File: src/rtl/float_pkg.sv
// Shared constants, field positions and state encodings for the float datapath units.
// Pure declarations: no latency, no flow control.
package float_pkg;

  typedef enum logic [2:0] {
    ST_IDLE,
    ST_UNPACK,
    ST_SHIFT,
    ST_ROUND,
    ST_PACK,
    ST_DONE
  } fti_state_e;

  typedef enum logic [1:0] {
    CLS_NORM,
    CLS_ZERO,
    CLS_INF,
    CLS_NAN
  } fclass_e;

  localparam int          EXP_BIAS = 127;
  localparam logic [7:0]  EXP_INF  = 8'd255;
  localparam logic [31:0] INT_MAX  = 32'h7FFF_FFFF;
  localparam logic [31:0] INT_MIN  = 32'h8000_0000;

  localparam int SIGN_BIT = 31;
  localparam int EXP_MSB  = 30;
  localparam int EXP_LSB  = 23;
  localparam int MAN_MSB  = 22;
  localparam int MAN_LSB  = 0;

  localparam int RM_TRUNC = 0;
  localparam int RM_RNE   = 1;

endpackage

File: src/rtl/fti_align_shift.sv
// Aligns a 24-bit significand to an integer magnitude and extracts guard/sticky bits.
// Purely combinational (zero latency); no flow control.
module fti_align_shift (
  input  logic        [23:0] i_sig,
  input  logic signed [9:0]  i_exp,
  output logic        [31:0] o_mag,
  output logic               o_guard,
  output logic               o_sticky,
  output logic               o_ovf
);

  logic [4:0]  w_lsh;
  logic [4:0]  w_rsh;
  logic [4:0]  w_gpos;
  logic [23:0] w_mask;

  always_comb begin
    o_mag    = '0;
    o_guard  = 1'b0;
    o_sticky = 1'b0;
    o_ovf    = 1'b0;
    w_lsh    = '0;
    w_rsh    = '0;
    w_gpos   = '0;
    w_mask   = '0;
    if (i_exp >= 10'sd32) begin
      o_ovf = 1'b1;
    end else if (i_exp >= 10'sd23) begin
      w_lsh = 5'(i_exp - 10'sd23);
      o_mag = {8'b0, i_sig} << w_lsh;
    end else if (i_exp >= 10'sd0) begin
      // Right shift of 1..23: guard is the first bit shifted out, sticky the rest.
      w_rsh    = 5'(10'sd23 - i_exp);
      w_gpos   = w_rsh - 5'd1;
      o_mag    = {8'b0, i_sig >> w_rsh};
      o_guard  = i_sig[w_gpos];
      w_mask   = (24'h1 << w_gpos) - 24'h1;
      o_sticky = |(i_sig & w_mask);
    end else if (i_exp == -10'sd1) begin
      o_guard  = i_sig[23];
      o_sticky = |i_sig[22:0];
    end else begin
      o_sticky = |i_sig;
    end
  end

endmodule

File: src/rtl/float_to_int.sv
// IEEE-754 single to signed 32-bit integer converter, Start_Sig/Done_Sig handshake.
// Result and flags valid 5 edges after acceptance; Start_Sig ignored while busy (one op per 6 cycles).
module float_to_int
  import float_pkg::*;
#(
  parameter int ROUND_MODE = 0
) (
  input  logic        clk,
  input  logic        rst_n,
  input  logic        Start_Sig,
  input  logic [31:0] A,
  output logic [31:0] Result,
  output logic [3:0]  Done_Sig
);

  fti_state_e r_state, w_state_nxt;

  logic [31:0]        r_a;
  logic               r_sign;
  logic signed [9:0]  r_exp;
  logic [23:0]        r_sig;
  fclass_e            r_class;
  logic [31:0]        r_mag;
  logic               r_g, r_s, r_ovf;
  logic [32:0]        r_mag33;
  logic [31:0]        r_res;
  logic               r_over, r_inv, r_inex;
  logic [31:0]        r_result;
  logic               r_o_over, r_o_inv, r_o_inex, r_done;

  logic [31:0] w_mag;
  logic        w_g, w_s, w_ovf;
  logic        w_inc;
  logic        w_gt_max, w_gt_min;
  logic [31:0] w_res;
  logic        w_over, w_inv, w_inex;
  logic [7:0]  w_e_field;
  logic [22:0] w_m_field;

  assign w_e_field = r_a[EXP_MSB:EXP_LSB];
  assign w_m_field = r_a[MAN_MSB:MAN_LSB];

  fti_align_shift u_align (
    .i_sig    (r_sig),
    .i_exp    (r_exp),
    .o_mag    (w_mag),
    .o_guard  (w_g),
    .o_sticky (w_s),
    .o_ovf    (w_ovf)
  );

  assign w_inc = (ROUND_MODE == RM_RNE) ? (r_g & (r_s | r_mag[0])) : 1'b0;

  assign w_gt_max = r_mag33 > 33'h0_7FFF_FFFF;
  assign w_gt_min = r_mag33 > 33'h0_8000_0000;

  // Negating exactly 2^31 wraps back to INT_MIN, which is the correct result.
  always_comb begin
    w_res  = r_sign ? (~r_mag33[31:0] + 32'd1) : r_mag33[31:0];
    w_over = 1'b0;
    w_inv  = 1'b0;
    if (r_class == CLS_NAN) begin
      w_res = INT_MIN;
      w_inv = 1'b1;
    end else if ((r_class == CLS_INF) || (!r_sign && (r_ovf || w_gt_max))) begin
      w_res  = INT_MAX;
      w_over = 1'b1;
    end else if (r_sign && (r_ovf || w_gt_min)) begin
      w_res  = INT_MIN;
      w_over = 1'b1;
    end
    w_inex = (r_g | r_s) & ~w_over & ~w_inv;
  end

  always_comb begin
    w_state_nxt = r_state;
    case (r_state)
      ST_IDLE:   if (Start_Sig) w_state_nxt = ST_UNPACK;
      ST_UNPACK: w_state_nxt = ST_SHIFT;
      ST_SHIFT:  w_state_nxt = ST_ROUND;
      ST_ROUND:  w_state_nxt = ST_PACK;
      ST_PACK:   w_state_nxt = ST_DONE;
      ST_DONE:   w_state_nxt = ST_IDLE;
      default:   w_state_nxt = ST_IDLE;
    endcase
  end

  always_ff @(posedge clk or negedge rst_n) begin
    if (!rst_n) r_state <= ST_IDLE;
    else        r_state <= w_state_nxt;
  end

  always_ff @(posedge clk or negedge rst_n) begin
    if (!rst_n) begin
      r_a      <= '0;
      r_sign   <= 1'b0;
      r_exp    <= '0;
      r_sig    <= '0;
      r_class  <= CLS_ZERO;
      r_mag    <= '0;
      r_g      <= 1'b0;
      r_s      <= 1'b0;
      r_ovf    <= 1'b0;
      r_mag33  <= '0;
      r_res    <= '0;
      r_over   <= 1'b0;
      r_inv    <= 1'b0;
      r_inex   <= 1'b0;
      r_result <= '0;
      r_o_over <= 1'b0;
      r_o_inv  <= 1'b0;
      r_o_inex <= 1'b0;
      r_done   <= 1'b0;
    end else begin
      r_done <= 1'b0;
      case (r_state)
        ST_IDLE: begin
          if (Start_Sig) begin
            r_a      <= A;
            r_o_over <= 1'b0;
            r_o_inv  <= 1'b0;
            r_o_inex <= 1'b0;
          end
        end
        ST_UNPACK: begin
          r_sign <= r_a[SIGN_BIT];
          r_exp  <= $signed({2'b00, w_e_field}) - $signed(10'(EXP_BIAS));
          // Denormals get no hidden bit, so only their mantissa feeds sticky.
          r_sig  <= {(w_e_field != 8'd0), w_m_field};
          if (w_e_field == EXP_INF) r_class <= (w_m_field != '0) ? CLS_NAN : CLS_INF;
          else if (w_e_field == 8'd0) r_class <= CLS_ZERO;
          else r_class <= CLS_NORM;
        end
        ST_SHIFT: begin
          r_mag <= w_mag;
          r_g   <= w_g;
          r_s   <= w_s;
          r_ovf <= w_ovf;
        end
        ST_ROUND: r_mag33 <= {1'b0, r_mag} + {32'b0, w_inc};
        ST_PACK: begin
          r_res  <= w_res;
          r_over <= w_over;
          r_inv  <= w_inv;
          r_inex <= w_inex;
        end
        ST_DONE: begin
          r_result <= r_res;
          r_o_over <= r_over;
          r_o_inv  <= r_inv;
          r_o_inex <= r_inex;
          r_done   <= 1'b1;
        end
        default: ;
      endcase
    end
  end

  assign Result   = r_result;
  assign Done_Sig = {r_o_over, r_o_inv, r_o_inex, r_done};

endmodule

File: config.mk
export PLATFORM = sky130hd
export DESIGN_NAME = float_to_int
export DESIGN_NICKNAME = d
export VERILOG_FILES = /design/src/rtl/float_pkg.sv /design/src/rtl/fti_align_shift.sv /design/src/rtl/float_to_int.sv
export SDC_FILE = /design/constraint.sdc
export NUM_CORES = 1
export LEC_CHECK = 0
export ABC_AREA = 1
export ABC_CLOCK_PERIOD_IN_PS = 4300
export CAP_MARGIN = 20
export CORE_MARGIN = 2
export CORE_UTILIZATION = 60
export CTS_CLUSTER_DIAMETER = 120
export CTS_CLUSTER_SIZE = 30
export DETAILED_ROUTE_END_ITERATION = 12
export DONT_BUFFER_PORTS = 1
export PLACE_DENSITY = 0.76
export SLEW_MARGIN = 20
export SYNTH_ARGS = -nofsm -noshare
export SYNTH_HDL_FRONTEND = slang
export SYNTH_HIERARCHICAL = 1
export SYNTH_SLANG_ARGS = --single-unit
File: constraint.sdc
create_clock -name clk -period 4.3 [get_ports clk]
set_input_delay 1.29 -clock clk [delete_from_list [all_inputs] [get_ports clk]]
set_output_delay 1.29 -clock clk [all_outputs]
set_load 0.02 [all_outputs]
==> metrics.yaml, run 1 <==
period_needed_ns: 3.264
tightest_slew_ns: 0.8654
synth-simple-area-share_pct: 30.10
setup_viol: 0
reg2reg_setup_slack_ns: 1.04
synthAdderAreaFrac_pct: 0.9504
cts_sinks: 209
antenna_found_initial: 0
clockBufferDepth: 3
drt_iter0_drc: 1163
min_path_type: "register to register"
grt_pass1_wl_mm: 59.80
synth-edff-count: 0
startpoint: "r_exp[4]"
synth-compound-area-share_pct: 15.64
holdWs_ns: 0.4886
cts_hold_buf: 0
dp_hpwl_mm: 28.27
criticalPathCategory: "register to register"
fmax_mhz: 306.4
port_buffers: 0
synth_xor_area_share_pct: 1.064
critPathSlowestCell: "ha_1"
ys_warn_count: 6
yosysMostFrequentCell: "nand2_1"
syn_to_final_growth_pct: 2.357
yosys-mux-area-fraction_pct: 3.307
post_cts_buffers: 0
worstPathArrival_ns: 3.61
die_w_um: 152.1
htree_levels: 1
slew_headroom_pct: 42.22
cp_max_fo: 18
synth_flop_cell: "dfrtp_1"
synth.avg_cell_area_sq_um: 7.074
hold_violations: 0
cp_common_cell: "nor2_1"
fp.dieArea_sq_um: 23140
grt.busiest_layer: "met2"
clockRootBuffer: "clkbuf_16"
synth.largest_area_cell: "dfrtp_1"
detail_route.wl_per_cell_um: 18.12
crit_required_ns: 4.64
final.setup_skew_ns: 0.01610
via_per_inst: 5.844
first_pass_iters: 6
cp_cell_sequence: "inv_1 -> ha_1 -> inv_1 -> nand2_1 -> nand2_4 -> nand3_2 -> ha_1 -> inv_1 -> nor2_4 -> nand2_1 -> nor2_1 -> nand3_1 -> nand3_1 -> nand2_1 -> nor2_1 -> nand2_1 -> nor2_1 -> nor2_1 -> nor2_1 -> a21oi_1"
min_period_over_period_pct: 75.90
drc_errors: 0
ys_top_cells_by_area: "dfrtp_1 (40%), nand2_1 (15%), a21oi_1 (6.1%), o21ai_0 (5.8%), inv_1 (4.9%)"
synth_nets: 1906
use_met1_pct: 41.84
cts_tree: "done"
run_status: "finished clean"
ys_seq_area_share_pct: 39.74
crit_path_start_kind: "register"
finalWeightedCongestion: 1.108
cp-end-kind: "register"
placementRows: 54
syn_inst: 1861
slowest_delay_ns: 0.58
final.setup.tns_ns: 0
drv_cap: 0
drv_slew: 0
reg2reg_depth: 20
r2r-end: "r_s"
nFillCells: 2041
via_count: 12140
die_h_um: 152.1
post_synth_num_cell_types: 54
wirelength_mm: 37.64
yosysTopAreaCellShare_pct: 39.54
core_sq_um: 21690
async_reset_ff_share_pct: 100.0
synth-seq-cells: 209
met2_usage_pct: 54.27
ios: 71
antenna_cells: 0
use_met3_pct: 3.423
clock_latency_ns: 0.47
grt_overflow: 0
grt_usage_pct: 32.01
synthTopCellsByCount: "nand2_1 (528), dfrtp_1 (208), inv_1 (171)"
rsz0062_at_grt: "no"
drive_gt1_share_pct: 7.679
grt_max_degree: 210
synth_top_family_by_area: "simple AND/OR/NAND/NOR gates"
synth_area_sq_um: 13170
clkTransAtPathRegs_ns: 0.11
nets: 1841
initial_core_util_pct: 60.70
ant_nets: 0
cts_resized: 0
cts_buffers: 10
r2r_start: "r_exp[4]"
cp-endpoint: "r_s"
grt_pass1_vias: 11280
## worst max-delay path: cells and delay by family, from the launching register on
kind,cells,cell delay (ns)
buf+inv,3,0.28
flops,1,0.38
simple gates,14,1.61
fa+ha+maj,2,0.79
compound gates,1,0.05
## layout by cell type, fill, tap and decap left out, types with 6 or more instances in the layout
cell and count:
a31oi_1 6, nand4_1 20, o21a_1 6, nand2_2 12, inv_2 15, nand3b_1 7
nor2_1 168, a21oi_1 161, nand3_2 18, clkbuf_16 11, inv_1 171, nand3_1 115
nor4_1 8, mux2_2 28, mux2i_1 12, nor2_2 11, ha_1 10, buf_4 22
o21ai_1 31, o211ai_1 7, nand2_1 528, dfrtp_1 208, o21ai_0 152, nor2_4 8
nor3_1 9, xor2_1 15
## cell type report
class | count | area, sq um | share of cell area, %
inverters | 188 | 708.2 | 5.255
clock buffers | 13 | 282.8 | 2.098
flip-flops and latches | 209 | 5231 | 38.82
well taps | 280 | 350.3 | 2.600
multi-input cells | 1365 | 6738 | 50.00
repair buffers | 22 | 165.2 | 1.226
## per-stage QoR
stage	std cells	setup WS, ns	utilization, %	area, sq um
2_1_floorplan	1861	1.119	-	13170
5_1_grt	2077	0.7860	62.13	13480
3_5_place_dp	2064	1.166	60.83	13190
6_report	2077	1.036	62.13	13480
3_3_place_gp	2064	1.165	60.83	13190
4_1_cts	2077	1.120	62.13	13480
## sequential cells by signal, summed over array words and instances (netlist names), 2 cells and up
register and count:
r_exp 9, r_mag 32, r_state 3, Result 32, r_a 32, r_res 32, r_sig 24, r_mag33 32
r_class 2
## cell families (layout without fill, tap and decap cells)
| family | count (synthesis) | count (layout) |
|---|---|---|
| AO/OA/AOI/OAI | 387 | 387 |
| XOR/XNOR | 16 | 16 |
| adder cells (fa/ha/maj) | 10 | 10 |
| buffers and inverters | 287 | 223 |
| flip-flops | 209 | 209 |
| multiplexers | 40 | 40 |
| AND/OR/NAND/NOR | 912 | 912 |
## worst min path at each step
stage | startpoint | end | slack [ns] | cells after the start
floorplan | r_res[31] | Result[31] | 0.44 | 2
global placement | r_res[1] | Result[1] | 0.47 | 2
detailed placement | r_res[3] | Result[3] | 0.47 | 2
CTS | rst_n | r_mag33[3] | 0.49 | 0
global route | rst_n | r_mag33[5] | 0.49 | 0
finish | r_res[3] | Result[3] | 0.49 | 2
## layer usage
layer / up-vias / wire (um)
li1: 5899 / -
met1: 5644 / 15730
met2: 476 / 17810
met3: 119 / 2135
met4: 0 / 1953
met5: - / 0
Power of run 1 is left out: the tool's default activity adds up to more than one toggle a clock period on the data nets, which glitch-free logic cannot reach.
==> run 2, diff against run 1 <==
- ABC_CLOCK_PERIOD_IN_PS: 4300 -> 2650
- CORE_UTILIZATION: 60 -> 59
- PLACE_DENSITY: 0.76 -> 0.78
- clock period: 4.3 -> 2.65 ns (I/O delays scaled with it)
==> metrics.yaml, run 2 (synthesis results as in run 1) <==
die_w_um: 153.4
nFillCells: 1936
wirelength_mm: 40.66
drv_cap: 0
rsz0062_at_grt: "yes"
grt_max_degree: 210
drt_iter0_drc: 1178
cp_max_fo: 5
failed_checks: "negative setup slack"
via_count: 12780
ant_nets: 0
cts_tree: "done"
grt_overflow: 0
worstPathArrival_ns: 3.05
holdWs_ns: 0.02200
grt_pass1_vias: 12190
crit_path_start_kind: "register"
tightest_slew_ns: 0.8384
grt_pass1_wl_mm: 65.59
cts_buffers: 11
nets: 1967
drive_gt1_share_pct: 17.15
final_cell_mix: "nand2_1 (514), dfrtp_1 (205), inv_1 (162)"
finalWeightedCongestion: 1.081
period_needed_ns: 2.732
syn_to_final_growth_pct: 12.89
startpoint: "r_exp[3]"
run_status: "complete, but fails checks"
fmax_mhz: 366.0
clockRootBuffer: "clkbuf_16"
core_sq_um: 21890
htree_levels: 1
final.setup_skew_ns: 0.03280
clkTransAtPathRegs_ns: 0.11
cp-end-kind: "register"
min_period_over_period_pct: 103.1
clock_latency_ns: 0.48
dp_hpwl_mm: 30.76
port_buffers: 0
antenna_found_initial: 0
min_path_type: "primary input to async pin"
hold_violations: 0
first_pass_iters: 5
slew_headroom_pct: 44.03
r2r-end: "r_s"
placementRows: 54
crit_required_ns: 2.97
clockBufferDepth: 3
fp.dieArea_sq_um: 23520
reg2reg_depth: 19
drv_slew: 0
via_per_inst: 5.797
r2r_start: "r_exp[3]"
cts_sinks: 209
setup_viol: 1
die_h_um: 153.4
grt_usage_pct: 34.63
initial_core_util_pct: 60.14
antenna_cells: 0
fin_ws_ns: -0.08246
ios: 71
reg2reg_setup_slack_ns: -0.08
layout.cells.most_common: "nand2_1"
detail_route.wl_per_cell_um: 18.45
criticalPathCategory: "register to register"
drc_errors: 0
## run 2: timing repair
item	4_1_cts	5_1_grt
gates resized for setup	4	105
hold buffers	0	1
pin swaps	1	36
endpoints found under the setup margin	2	25
gates cloned	1	2
hold endpoints to repair	0	5
buffers inserted	1	12
## run 2: worst max path at each step
stage                      to  slack (ns)
final                     r_s       -0.08
after global routing      r_s       -0.18
after CTS                 r_s       -0.04
after detailed placement  r_s       -0.02
after global placement    r_s       -0.03
after floorplan           r_s       -0.11
## run 2: per-stage QoR
step | cells | setup slack, ns | cell area, sq um | TNS, ns | utilization, %
finish | 2204 | -0.08246 | 14860 | -0.08246 | 67.89
global route | 2204 | -0.1848 | 14860 | -0.2549 | 67.89
CTS | 2189 | -0.03630 | 14410 | -0.03630 | 65.82
detailed placement | 2172 | -0.02447 | 14070 | -0.03269 | 64.27
global placement | 2172 | -0.03280 | 14070 | -0.03280 | 64.27
floorplan | 1861 | -0.1051 | 13240 | -0.1051 | -
## run 2: routing by layer
layer / wire length (um) / up-vias / global-route usage [%]
met1: 17910 / 6010 / 49.47
met5: 0 / - / 0
met3: 2615 / 110 / 4.565
met4: 1800 / 0 / 13.11
li1: - / 6167 / -
met2: 18330 / 489 / 54.12
## run 2: area by class of cell
type / instances / area (sq um) / area share, %
well taps: 280 / 350.3 / 2.357
repair buffers: 144 / 1131 / 7.611
clock buffers: 13 / 282.8 / 1.903
flip-flops and latches: 209 / 5235 / 35.22
clock inverters: 2 / 32.53 / 0.2189
multi-input cells: 1368 / 7117 / 47.89
inverters: 188 / 713.2 / 4.799
## run 2: worst max-delay path, stage by stage, from the launching register on
cell and delay [ns]:
dfrtp_1 0.40, inv_2 0.07, ha_4 0.32, inv_4 0.06, nand2_8 0.09, nand2_8 0.08
nand3_4 0.11, ha_4 0.17, inv_4 0.04, nor2_4 0.24, buf_6 0.14, nand3_1 0.05
nand3_1 0.12, nand4_1 0.14, nor2_1 0.14, nand3_1 0.10, nor2_1 0.12, nor2_1 0.05
nor2_1 0.09, a21oi_1 0.05
Power of run 2 is left out for the same reason.
==> run 3, diff against run 2 <==
- ABC_AREA: 1 -> default
==> metrics.yaml, run 3 <==
grt_pass1_wl_mm: 55.66
placementRows: 53
min_path_type: "primary input to async pin"
r2r-end: "r_s"
yosysTopAreaCellShare_pct: 40.65
syn_inst: 1374
syn_to_final_growth_pct: 18.48
clkTransAtPathRegs_ns: 0.12
wl_met3_mm: 2.235
first_pass_iters: 8
initial_core_util_pct: 60.53
dp_hpwl_mm: 25.93
drive_gt1_share_pct: 30.01
finalWeightedCongestion: 1.003
port_buffers: 0
rsz0062_at_grt: "yes"
grt_usage_pct: 30.98
antenna_found_initial: 0
fp.dieArea_sq_um: 22900
synth_flop_cell: "dfrtp_1"
clockBufferDepth: 3
final.setup_skew_ns: 0.02078
via_count: 11070
r2r_start: "r_exp[0]"
period_needed_ns: 3.021
fin_area_sq_um: 15170
min_period_over_period_pct: 114.0
grt_overflow: 0
cp-end-kind: "register"
synth_nets: 1419
htree_levels: 1
setup_viol: 22
ant_nets: 0
nets: 1527
die_w_um: 151.3
grt_max_degree: 197
ys_seq_area_share_pct: 40.85
die_h_um: 151.3
wl_met2_mm: 18.06
worstPathArrival_ns: 3.39
detail_route.wl_per_cell_um: 20.79
fmax_mhz: 331.0
hold_violations: 0
holdWs_ns: 0.02523
synth_area_sq_um: 12800
run_status: "complete, but fails checks"
synthTopCellsByCount: "nand2_1 (289), dfrtp_1 (208), mux2_2 (106)"
synth-seq-cells: 209
postPlaceCellArea_sq_um: 14140
tightest_slew_ns: 0.7669
place_ws_ns: -0.4263
criticalPathCategory: "register to register"
cts_buffers: 10
cts_sinks: 209
failed_checks: "negative setup slack"
drv_slew: 0
synth.largest_area_cell: "dfrtp_1"
final_cell_mix: "nand2_1 (283), dfrtp_1 (207), buf_4 (170)"
wirelength_mm: 36.54
reg2reg_setup_slack_ns: -0.37
antenna_cells: 0
core_sq_um: 21150
via_per_inst: 6.299
synth.avg_cell_area_sq_um: 9.319
met1_length_mm: 14.14
ios: 71
post_synth_num_cell_types: 91
async_reset_ff_share_pct: 100.0
drv_cap: 0
synth-edff-count: 0
fin_ws_ns: -0.3708
layout.cells.most_common: "nand2_1"
slew_headroom_pct: 48.87
cp_max_fo: 8
ys_top_cells_by_area: "dfrtp_1 (41%), mux2_2 (9.3%), nand2_1 (8.5%), mux2i_1 (4.5%), a21oi_1 (3.4%)"
crit_required_ns: 3.02
clockRootBuffer: "clkbuf_16"
final.setup.tns_ns: -1.842
drt_iter0_drc: 865
ys_warn_count: 6
clock_latency_ns: 0.47
yosysMostFrequentCell: "nand2_1"
top_layer: "met4"
grt_pass1_vias: 10500
drc_errors: 0
cts_tree: "done"
reg2reg_depth: 11
crit_path_start_kind: "register"
run 3: cell count changes after synthesis, moves of 17 or more:
cell,previous run,this run
mux2i_1,12,58
mux2_2,28,106
a21oi_1,161,87
inv_1,171,14
nand3_1,117,37
nor2_1,168,68
nand2_1,528,289
o21ai_0,152,71
o31ai_1,3,20
run 3: repair_timing:
action / 4_1_cts / 5_1_grt
pin swaps: 11 / 18
setup endpoints to repair: 30 / 33
endpoints found under the hold margin: 13 / 28
setup buffers: 16 / 4
hold buffers: 2 / 3
resized for setup: 47 / 73
run 3: kinds of logic (layout without fill, tap and decap cells):
group,count (synthesis),in the layout,synth area share [%]
flip-flops,209,209,40.85
buffers and inverters,115,224,4.250
adder cells (fa/ha/maj),10,10,0.9771
AND/OR/NAND/NOR,506,506,18.54
AO/OA/AOI/OAI,309,309,15.63
multiplexers,180,180,16.67
XOR/XNOR,45,45,3.078
run 3: layer usage:
layer | vias to the layer above | track usage [%]
met4 | 0 | 13.97
met5 | - | 0
met2 | 490 | 54.28
met3 | 131 | 3.524
li1 | 5134 | -
met1 | 5319 | 38.51
run 3: worst max-delay path by stage:
stage | startpoint | end | cells after the start
finish | r_exp[0] | r_s | 11
floorplan | r_exp[1] | r_s | 12
detailed placement | r_exp[0] | r_s | 12
global placement | r_exp[0] | r_s | 12
global route | r_exp[0] | r_s | 11
CTS | r_exp[0] | r_s | 12
run 3: critical path, stage by stage (launching register included):
cell and delay (ns):
dfrtp_2 0.43, buf_4 0.15, and3b_2 0.23, o32ai_4 0.36, nand3_2 0.15, ha_4 0.23
xnor2_1 0.14, a2111oi_2 0.36, nand4_1 0.22, a2111oi_4 0.24, a31oi_1 0.14, mux2_4 0.26
run 3: stage by stage:
stage / util (%) / cells
finish: 71.72 / 1758
global route: 71.72 / 1758
CTS: 69.72 / 1751
detailed placement: 66.83 / 1720
global placement: 66.83 / 1720
floorplan: - / 1374
run 3: cell type report:
cell class	count	area, sq um
clock buffer	13	282.8
multi-input combinational	1050	7624
fill	1505	5983
timing repair buffer	193	1610
sequential	209	5233
tap	275	344.1
inverter	18	77.57
Power of run 3 is left out for the same reason.
